<file path="config.mk">
export PLATFORM = sky130hd
export DESIGN_NAME = running_time_display_module_flat
export DESIGN_NICKNAME = d
export VERILOG_FILES = /design/src/rtl/running_time_display_module_pkg.sv /design/src/rtl/running_time_display_module_if.sv /design/src/rtl/running_time_display_module_seg7_decoder.sv /design/src/rtl/running_time_display_module.sv /design/src/flat_wrapper.sv
export SDC_FILE = /design/constraint.sdc
export NUM_CORES = 1
export LEC_CHECK = 0
export CAP_MARGIN = 20
export CORE_MARGIN = 3
export CORE_UTILIZATION = 28
export CTS_BUF_LIST = sky130_fd_sc_hd__clkbuf_16
export DETAILED_ROUTE_END_ITERATION = 10
export GPL_ROUTABILITY_DRIVEN = 0
export GPL_TIMING_DRIVEN = 0
export PLACE_DENSITY_LB_ADDON = 0.05
export SYNTH_ARGS = -nofsm -noshare
export SYNTH_HDL_FRONTEND = slang
export SYNTH_SLANG_ARGS = --single-unit
</file>
<file path="constraint.sdc">
create_clock -name clk -period 3.05 [get_ports clk]
set_input_delay 0.7625 -clock clk [delete_from_list [all_inputs] [get_ports clk]]
set_output_delay 0.7625 -clock clk [all_outputs]
set_load 0.05 [all_outputs]
</file>
<file path="src/rtl/running_time_display_module_pkg.sv">
// Shared widths, glyph codes/patterns and FSM states for the running-time display.
// Optional feature macro (used in the top): BLANK_LEADING_ZERO_EN.
package running_time_display_module_pkg;

   localparam int MAX_WIDTH    = 32;
   localparam int COUNTER_1SEC = 99_999_999;

   typedef enum logic [2:0] {
      ST_IDLE,
      ST_LOAD,
      ST_HRS,
      ST_MIN,
      ST_BCD,
      ST_COMMIT
   } disp_state_t;

   // 4-bit glyph codes fed to the decoder; 0-9 are the digits themselves
   localparam logic [3:0] CODE_C     = 4'hA;
   localparam logic [3:0] CODE_T     = 4'hB;
   localparam logic [3:0] CODE_BLANK = 4'hF;

   // Segment patterns {g,f,e,d,c,b,a}, active-high
   localparam logic [6:0] SEG_0     = 7'h3F;
   localparam logic [6:0] SEG_1     = 7'h06;
   localparam logic [6:0] SEG_2     = 7'h5B;
   localparam logic [6:0] SEG_3     = 7'h4F;
   localparam logic [6:0] SEG_4     = 7'h66;
   localparam logic [6:0] SEG_5     = 7'h6D;
   localparam logic [6:0] SEG_6     = 7'h7D;
   localparam logic [6:0] SEG_7     = 7'h07;
   localparam logic [6:0] SEG_8     = 7'h7F;
   localparam logic [6:0] SEG_9     = 7'h6F;
   localparam logic [6:0] SEG_C     = 7'h39;
   localparam logic [6:0] SEG_T     = 7'h78;
   localparam logic [6:0] SEG_BLANK = 7'h00;

endpackage

</file>
<file path="src/rtl/running_time_display_module_if.sv">
// Display-side signal bundle: time inputs and selection in, scanned segments and busy out.
interface running_time_display_module_if;
   import running_time_display_module_pkg::*;

   logic                 sel_total;
   logic [MAX_WIDTH-1:0] current_running_time;
   logic [MAX_WIDTH-1:0] total_running_time;
   logic [7:0]           seg_en;
   logic [7:0]           seg_out;
   logic                 busy;

   modport master (
      output sel_total, current_running_time, total_running_time,
      input  seg_en, seg_out, busy
   );

   modport slave (
      input  sel_total, current_running_time, total_running_time,
      output seg_en, seg_out, busy
   );

endinterface

</file>
<file path="src/rtl/running_time_display_module_seg7_decoder.sv">
// Combinational glyph-code to 7-segment pattern decoder.
module running_time_display_module_seg7_decoder
   import running_time_display_module_pkg::*;
(
   input  logic [3:0] i_code,
   output logic [6:0] o_seg
);

   always_comb begin
      o_seg = SEG_BLANK;
      case (i_code)
         4'd0:    o_seg = SEG_0;
         4'd1:    o_seg = SEG_1;
         4'd2:    o_seg = SEG_2;
         4'd3:    o_seg = SEG_3;
         4'd4:    o_seg = SEG_4;
         4'd5:    o_seg = SEG_5;
         4'd6:    o_seg = SEG_6;
         4'd7:    o_seg = SEG_7;
         4'd8:    o_seg = SEG_8;
         4'd9:    o_seg = SEG_9;
         CODE_C:  o_seg = SEG_C;
         CODE_T:  o_seg = SEG_T;
         default: o_seg = SEG_BLANK;
      endcase
   end

endmodule

</file>
<file path="src/rtl/running_time_display_module.sv">
// Snapshots current/total running seconds, converts to HH:MM:SS BCD, scans an 8-digit display.
// Define BLANK_LEADING_ZERO_EN to blank leading zero hour digits.
module running_time_display_module
   import running_time_display_module_pkg::*;
#(
   parameter int SAMPLE_DIV = COUNTER_1SEC + 1,
   parameter int SCAN_DIV   = 100000
)
(
   input  logic                          clk,
   input  logic                          rst,
   running_time_display_module_if.slave  disp_bus
);

   localparam int SMW = (SAMPLE_DIV > 1) ? $clog2(SAMPLE_DIV) : 1;
   localparam int SCW = (SCAN_DIV > 1) ? $clog2(SCAN_DIV) : 1;
   localparam logic [MAX_WIDTH-1:0] SECS_HOUR = MAX_WIDTH'(3600);
   localparam logic [MAX_WIDTH-1:0] SECS_MIN  = MAX_WIDTH'(60);

   disp_state_t          r_state, w_state_nxt;
   logic [SMW-1:0]       r_sample_cnt;
   logic [MAX_WIDTH-1:0] r_rem;
   logic                 r_sel, r_sat, r_busy;
   logic [6:0]           r_hrs, r_min, r_sec;
   logic [3:0]           r_ht, r_mt, r_st;
   logic [3:0]           r_disp_h1, r_disp_h0, r_disp_m1, r_disp_m0, r_disp_s1, r_disp_s0;
   logic                 r_disp_sel;

   logic [SCW-1:0]       r_scan_cnt;
   logic [2:0]           r_digit_idx;
   logic [7:0]           r_seg_en, r_seg_out;

   logic                 w_snap, w_ge_hour, w_ge_min, w_hrs_room, w_bcd_done, w_scan_wrap;
   logic [2:0]           w_idx_nxt;
   logic [3:0]           w_code, w_h1_code, w_h0_code;
   logic [6:0]           w_seg7;

   assign w_snap     = (r_sample_cnt == '0) && (r_state == ST_IDLE);
   assign w_ge_hour  = r_rem >= SECS_HOUR;
   assign w_ge_min   = r_rem >= SECS_MIN;
   assign w_hrs_room = r_hrs < 7'd99;
   assign w_bcd_done = (r_hrs < 7'd10) && (r_min < 7'd10) && (r_sec < 7'd10);

   always_ff @(posedge clk) begin
      if (rst) r_state <= ST_IDLE;
      else     r_state <= w_state_nxt;
   end

   always_comb begin
      w_state_nxt = r_state;
      case (r_state)
         ST_IDLE:   if (w_snap) w_state_nxt = ST_LOAD;
         ST_LOAD:   w_state_nxt = ST_HRS;
         ST_HRS:    if (!(w_ge_hour && w_hrs_room)) w_state_nxt = ST_MIN;
         ST_MIN:    if (r_sat || !w_ge_min) w_state_nxt = ST_BCD;
         ST_BCD:    if (w_bcd_done) w_state_nxt = ST_COMMIT;
         ST_COMMIT: w_state_nxt = ST_IDLE;
         default:   w_state_nxt = ST_IDLE;
      endcase
   end

   always_ff @(posedge clk) begin
      if (rst) begin
         r_sample_cnt <= '0;
         r_busy       <= 1'b0;
         r_rem        <= '0;
         r_sel        <= 1'b0;
         r_sat        <= 1'b0;
         r_hrs        <= '0;
         r_min        <= '0;
         r_sec        <= '0;
         r_ht         <= '0;
         r_mt         <= '0;
         r_st         <= '0;
         r_disp_h1    <= '0;
         r_disp_h0    <= '0;
         r_disp_m1    <= '0;
         r_disp_m0    <= '0;
         r_disp_s1    <= '0;
         r_disp_s0    <= '0;
         r_disp_sel   <= 1'b0;
      end else begin
         r_sample_cnt <= (r_sample_cnt == SMW'(SAMPLE_DIV - 1)) ? '0 : r_sample_cnt + SMW'(1);
         r_busy       <= (w_state_nxt != ST_IDLE);
         case (r_state)
            ST_LOAD: begin
               r_rem <= disp_bus.sel_total ? disp_bus.total_running_time
                                           : disp_bus.current_running_time;
               r_sel <= disp_bus.sel_total;
               r_sat <= 1'b0;
               r_hrs <= '0;
               r_min <= '0;
               r_sec <= '0;
               r_ht  <= '0;
               r_mt  <= '0;
               r_st  <= '0;
            end
            ST_HRS: begin
               if (w_ge_hour && w_hrs_room) begin
                  r_rem <= r_rem - SECS_HOUR;
                  r_hrs <= r_hrs + 7'd1;
               end else if (w_ge_hour) begin
                  r_sat <= 1'b1;
               end
            end
            ST_MIN: begin
               // Saturated inputs skip the minute loop entirely and pin the display at 99:59:59
               if (r_sat) begin
                  r_min <= 7'd59;
                  r_sec <= 7'd59;
               end else if (w_ge_min) begin
                  r_rem <= r_rem - SECS_MIN;
                  r_min <= r_min + 7'd1;
               end else begin
                  r_sec <= r_rem[6:0];
               end
            end
            ST_BCD: begin
               if (r_hrs >= 7'd10) begin r_hrs <= r_hrs - 7'd10; r_ht <= r_ht + 4'd1; end
               if (r_min >= 7'd10) begin r_min <= r_min - 7'd10; r_mt <= r_mt + 4'd1; end
               if (r_sec >= 7'd10) begin r_sec <= r_sec - 7'd10; r_st <= r_st + 4'd1; end
            end
            ST_COMMIT: begin
               r_disp_h1  <= r_ht;
               r_disp_h0  <= r_hrs[3:0];
               r_disp_m1  <= r_mt;
               r_disp_m0  <= r_min[3:0];
               r_disp_s1  <= r_st;
               r_disp_s0  <= r_sec[3:0];
               r_disp_sel <= r_sel;
            end
            default: ;
         endcase
      end
   end

`ifdef BLANK_LEADING_ZERO_EN
   assign w_h1_code = (r_disp_h1 == 4'd0) ? CODE_BLANK : r_disp_h1;
   assign w_h0_code = (r_disp_h1 == 4'd0 && r_disp_h0 == 4'd0) ? CODE_BLANK : r_disp_h0;
`else
   assign w_h1_code = r_disp_h1;
   assign w_h0_code = r_disp_h0;
`endif

   assign w_scan_wrap = (r_scan_cnt == SCW'(SCAN_DIV - 1));
   assign w_idx_nxt   = r_digit_idx + 3'd1;

   // The mux looks ahead to the next digit so seg_en and seg_out load on the same edge
   always_comb begin
      w_code = CODE_BLANK;
      case (w_idx_nxt)
         3'd7:    w_code = r_disp_sel ? CODE_T : CODE_C;
         3'd6:    w_code = CODE_BLANK;
         3'd5:    w_code = w_h1_code;
         3'd4:    w_code = w_h0_code;
         3'd3:    w_code = r_disp_m1;
         3'd2:    w_code = r_disp_m0;
         3'd1:    w_code = r_disp_s1;
         default: w_code = r_disp_s0;
      endcase
   end

   running_time_display_module_seg7_decoder u_seg7 (
      .i_code (w_code),
      .o_seg  (w_seg7)
   );

   always_ff @(posedge clk) begin
      if (rst) begin
         r_scan_cnt  <= '0;
         r_digit_idx <= '0;
         r_seg_en    <= 8'b0000_0001;
         r_seg_out   <= '0;
      end else if (w_scan_wrap) begin
         r_scan_cnt  <= '0;
         r_digit_idx <= w_idx_nxt;
         r_seg_en    <= 8'd1 << w_idx_nxt;
         r_seg_out   <= {(w_idx_nxt == 3'd4) || (w_idx_nxt == 3'd2), w_seg7};
      end else begin
         r_scan_cnt  <= r_scan_cnt + SCW'(1);
      end
   end

   assign disp_bus.seg_en  = r_seg_en;
   assign disp_bus.seg_out = r_seg_out;
   assign disp_bus.busy    = r_busy;

endmodule

</file>
<file path="src/flat_wrapper.sv">
// flat-port wrapper written by rule: the top's interface ports become plain ports
module running_time_display_module_flat import running_time_display_module_pkg::*;
#(
   parameter int SAMPLE_DIV = COUNTER_1SEC + 1,
   parameter int SCAN_DIV   = 100000
)
  (clk, rst, disp_bus_sel_total, disp_bus_current_running_time, disp_bus_total_running_time, disp_bus_seg_en, disp_bus_seg_out, disp_bus_busy);
  running_time_display_module_if disp_bus_i ();
  input  logic clk;
  input  logic rst;
  input wire logic [$bits(disp_bus_i.sel_total)-1:0] disp_bus_sel_total;
  input wire logic [$bits(disp_bus_i.current_running_time)-1:0] disp_bus_current_running_time;
  input wire logic [$bits(disp_bus_i.total_running_time)-1:0] disp_bus_total_running_time;
  output wire logic [$bits(disp_bus_i.seg_en)-1:0] disp_bus_seg_en;
  output wire logic [$bits(disp_bus_i.seg_out)-1:0] disp_bus_seg_out;
  output wire logic [$bits(disp_bus_i.busy)-1:0] disp_bus_busy;
  assign disp_bus_i.sel_total = disp_bus_sel_total;
  assign disp_bus_i.current_running_time = disp_bus_current_running_time;
  assign disp_bus_i.total_running_time = disp_bus_total_running_time;
  assign disp_bus_seg_en = disp_bus_i.seg_en;
  assign disp_bus_seg_out = disp_bus_i.seg_out;
  assign disp_bus_busy = disp_bus_i.busy;
  running_time_display_module #(.SAMPLE_DIV(SAMPLE_DIV), .SCAN_DIV(SCAN_DIV)) u_core (.clk(clk), .rst(rst), .disp_bus(disp_bus_i));
endmodule
</file>
==> results.md <==
- Including well taps, the total number of placed cells is 1611.
- The critical path endpoint category is a register.
- The kind of start point of the critical path is a register.
- The floorplan has 64 rows.
- The total iterations of the first detailed-routing run is 5.
- For the worst setup path, the data required time is 3370 ps.
- The number of vias per cell after detailed routing is 5.17.
- The count of vias placed by the detailed router is 8508.
- The post-layout net count is 1334.
- The arrival time reported for the critical path endpoint is 3140 ps.
- The first-pass GRT wire length is 49.3 mm.
- The worst setup slack after layout is 232 ps.
- The slack of the worst reg-to-reg path is 230 ps.
- The residual antenna-violating net count after detailed routing is 0.
- Along the worst path, the maximum fanout reaches 10.
- The total non-filler cell area in the finished layout is 10900 um^2.
- The die footprint is 34100 um^2.
- The TritonCTS buffer count is 17.
- The number of global-route vias before repair was 8317.
- The final period demand of the worst path is 2820 ps.
- The final worst-path cycle share is 92.4%.
- The launch instance of the worst register-to-register path is u_core.r_rem[2]$_SDFFE_PP0P_.
- The count of port buffers added during placement is 82.
- Clock-pin slew was measured on the worst setup and hold paths at 80 ps.
- The hold-critical path depth is 2.
- The most frequently used flop master after synthesis is sky130_fd_sc_hd__dfxtp_1.
- The number of setup violations in the final report is 0.
- The total wire length after detailed routing is 31.2 mm.
- Synthesis inferred 159 register bits.
- Fill cells in the final layout number 3345.
- The leftover overflow at the end of global routing is 0.
- The startpoint identified for the worst hold timing path is u_core.disp_bus.seg_en[1]$_SDFFE_PP0P_.
- Cells fill 35.1% of the core in the end.
- The type of the worst setup path is register to register.
- Of all flip-flops after synthesis, the portion carrying an async set or reset was 0%.
- The finished layout holds 1645 standard cells, fillers aside.
- The path with the worst hold slack has its endpoint at u_core.disp_bus.seg_en[1]$_SDFFE_PP0P_.
- The maximum clock frequency is 355 MHz.
- The HPWL reported at the end of detailed placement is 22.7 mm.
- The initial DRC count is 523.
- Together, buffers and inverters on the worst path number 1.
- Before CTS, the worst setup slack after placement is -55.8 ps.
- The number of antenna diodes in the final layout is 0.
- The worst slew slack as a fraction of its limit is 36.0%.
- The root buffer cell is sky130_fd_sc_hd__clkbuf_16.
- The synthesized netlist occupies a cell area of 8950 um^2.
- The number of antenna violations at the first check in global routing is 0.
- sky130_fd_sc_hd__dfxtp_1 takes more of the synthesized area than any other cell.
- Setup repair after global routing left no endpoint under its margin.
- During I/O placement, the number of pins put on the boundary was 84.
- After detailed placement, the total cell area comes to 10300 um^2.
- By area the synthesized netlist is led by sky130_fd_sc_hd__dfxtp_1 36%, sky130_fd_sc_hd__a21oi_1 6.4%, sky130_fd_sc_hd__nand2_1 6.3%.
- The clock arrives with 13.1 ps of skew.
- The largest vdd supply drop is 379 uV.
- Global routing used 18.5% of the available tracks across all layers.
- Relative to the synthesized area, the layout overhead comes to 22.0%.
- The critical path's slowest cell is sky130_fd_sc_hd__a2111oi_2.
- The min-delay analysis places its worst path in the category register to register.
- For the worst flop-to-flop path, the logic depth is 7.
- The largest net degree at the start of global routing is 17.
- A synthesized cell averages 7.91 um^2.
- The later pin in the worst-skew pair is clocked with a latency of 440 ps.
- The post-route worst hold slack is 454 ps.
- The design draws 6.05 mW.
- Counting every net in the synthesized netlist gives 1230.
- The number of hold violations in the final report is 0.
- The total number of yosys warnings is 0.
- The total power divided by cell area is 555 nW/um^2.
- The number of synthesized flops with an enable pin is 0.
- The final total negative setup slack is 0 ps.
- Broken down by cell family, the worst path's largest delay share belongs to compound AO/OA/AOI/OAI gates.
- The core region is 31100 um^2.
- The number of sinks on the clock net is 159.
- From left edge to right edge, the die measures 185 um.
- The effective utilization at floorplan is 28.8%.
- At the pin with the least slew margin, the transition time is 958 ps.
- The number of max-slew violations in the final report is 0.
- The clock tree from TritonCTS is built.
- The leakage dissipation is 3.85 nW.
- Dividing the detail-routed wire length by the instance count gives 19.0 um.
- The area share of the leading cell type in the synthesized netlist is 35.6%.
- The die span in y is 185 um.
- The H-tree was split into 4 levels.
- The flow ran to the end, and the final reports show no timing, DRC or antenna violations.
- For this run, the slowest stage of the critical path takes 600 ps.
- Walking the worst path, the cells encountered are ha_1, a2111oi_2, nand4_1, o21ai_1, a221oi_2, buf_2, a221oi_1.
- The number of max-cap violations is 0.
- Of the cells placed in the final design, the portion with a size suffix greater than 1 is 7.45%.
- The cell count after synthesis came out at 1132.
- The clock tree buffer depth is 2.
- Sequential elements use 35.6% of the synthesized area.
- The endpoint identified for the worst register-to-register timing path is u_core.r_rem[4]$_SDFFE_PP0P_.
- The number of distinct standard cells referenced by the synthesized netlist is 76.
- The post-detailed-route DRC marker count is 0.
## placed cells by master (no fill, tap or decap), drive strengths merged, types with 29 or more instances in the layout
cell,count
dfxtp,159
o21ai,65
mux2i,29
xor2,33
inv,40
nand2,149
nor2,121
ha,31
a21oi,116
clkbuf,67
nand3,45
clkdlybuf4s50,82
## metal layers
layer / wire (um) / track usage, % / up-vias
met4: 386 / 4.38 / 0
li1: - / - / 4279
met2: 13800 / 28.6 / 137
met1: 15900 / 27.0 / 4069
met3: 1060 / 3.06 / 23
met5: 0 / 0 / -
## timing repair
item                       in CTS  in global routing
hold buffers                    0                  0
setup endpoints to repair       4                 18
setup buffers                   0                  1
pin swaps                       0                  1
gates resized for setup         1                 14
## cells by family (layout without fill, tap and decap cells)
logic type,Yosys count,after routing,share of synthesized area (%)
and+or+nand+nor,447,447,23.6
AOI/OAI and AO/OA,304,304,22.0
DFF,159,159,35.6
buffers and inverters,99,216,4.56
xor gates and xnor gates,53,53,5.36
muxes,39,39,4.54
adders and majority gates,31,31,4.33
## flip-flops by register name (all words and copies together) (netlist names), 7 cells and up
name	flops
u_core.r_rem	32
u_core.r_sample_cnt	27
u_core.r_scan_cnt	17
u_core.disp_bus.seg_en	8
u_core.disp_bus.seg_out	8
u_core.r_hrs	7
u_core.r_min	7
u_core.r_sec	7
## power by group
group	leakage, nW	switching [mW]	internal (mW)
Clock	0.298	1.01	1.24
Combinational	2.26	0.947	0.526
Sequential	1.29	0.145	2.19
Total	3.85	2.10	3.95
## worst min-delay path, cell delays in order, from the launching register on
cell and delay, ps:
sky130_fd_sc_hd__dfxtp_1 310, sky130_fd_sc_hd__nand2_1 50, sky130_fd_sc_hd__a21oi_1 50
## final cells by class
type                       count  area [um^2]  share of cell area (%)
sequential                   159         3190                    29.2
tap                          396          495                    4.54
clock inverter                15          171                    1.57
timing repair buffer          85          837                    7.67
clock buffer                  17          425                    3.90
buffer                        67          294                    2.69
multi-input combinational    874         5390                    49.4
inverter                      32          120                    1.10
## cells in the mapped netlist (3+ instances only)
cell type / instances
sky130_fd_sc_hd__o31ai_1: 3
sky130_fd_sc_hd__nand2b_1: 12
sky130_fd_sc_hd__dfxtp_1: 159
sky130_fd_sc_hd__and2_1: 9
sky130_fd_sc_hd__o21ai_1: 15
sky130_fd_sc_hd__nor4_1: 12
sky130_fd_sc_hd__nor2b_1: 7
sky130_fd_sc_hd__or4_1: 3
sky130_fd_sc_hd__mux2_2: 9
sky130_fd_sc_hd__a211oi_1: 17
sky130_fd_sc_hd__nor3_1: 23
sky130_fd_sc_hd__xnor2_1: 19
sky130_fd_sc_hd__ha_1: 31
sky130_fd_sc_hd__or2_2: 3
sky130_fd_sc_hd__mux2i_1: 29
sky130_fd_sc_hd__a31oi_1: 14
sky130_fd_sc_hd__nand2_1: 149
sky130_fd_sc_hd__nand4_1: 22
sky130_fd_sc_hd__nor2_1: 121
sky130_fd_sc_hd__nor3b_1: 4
sky130_fd_sc_hd__a221oi_1: 3
sky130_fd_sc_hd__or3_1: 6
sky130_fd_sc_hd__buf_4: 3
sky130_fd_sc_hd__nand3_1: 45
sky130_fd_sc_hd__xor2_1: 32
sky130_fd_sc_hd__o2bb2ai_1: 3
sky130_fd_sc_hd__o32ai_1: 9
sky130_fd_sc_hd__a21oi_1: 115
sky130_fd_sc_hd__a22o_1: 4
sky130_fd_sc_hd__clkbuf_1: 49
sky130_fd_sc_hd__buf_2: 14
sky130_fd_sc_hd__o21a_1: 3
sky130_fd_sc_hd__a22oi_1: 3
sky130_fd_sc_hd__o22ai_1: 15
sky130_fd_sc_hd__o211ai_1: 6
sky130_fd_sc_hd__and4_1: 5
sky130_fd_sc_hd__nor4bb_1: 3
sky130_fd_sc_hd__a311oi_1: 8
sky130_fd_sc_hd__and3_1: 15
sky130_fd_sc_hd__a21o_1: 4
sky130_fd_sc_hd__o21ai_0: 50
sky130_fd_sc_hd__inv_1: 31
sky130_fd_sc_hd__o41ai_1: 3
## how the worst max path moves through the flow
stage / slack (ps) / endpoint / startpoint / cells past startpoint
6_report: 230 / u_core.r_rem[4]$_SDFFE_PP0P_ / u_core.r_rem[2]$_SDFFE_PP0P_ / 7
5_1_grt: 30 / u_core.disp_bus.seg_out[1]$_SDFFE_PP0P_ / u_core.r_digit_idx[1]$_SDFFE_PP0P_ / 11
4_1_cts: 5 / u_core.disp_bus.seg_out[1]$_SDFFE_PP0P_ / u_core.r_digit_idx[0]$_SDFFE_PP0P_ / 11
2_1_floorplan: 440 / u_core.disp_bus.seg_out[1]$_SDFFE_PP0P_ / u_core.r_digit_idx[0]$_SDFFE_PP0P_ / 10
3_3_place_gp: -90 / u_core.r_digit_idx[1]$_SDFFE_PP0P_ / rst / 5
3_5_place_dp: -60 / u_core.disp_bus.seg_out[1]$_SDFFE_PP0P_ / u_core.r_digit_idx[0]$_SDFFE_PP0P_ / 10
Note: power is estimated with default switching activity, not from simulation.
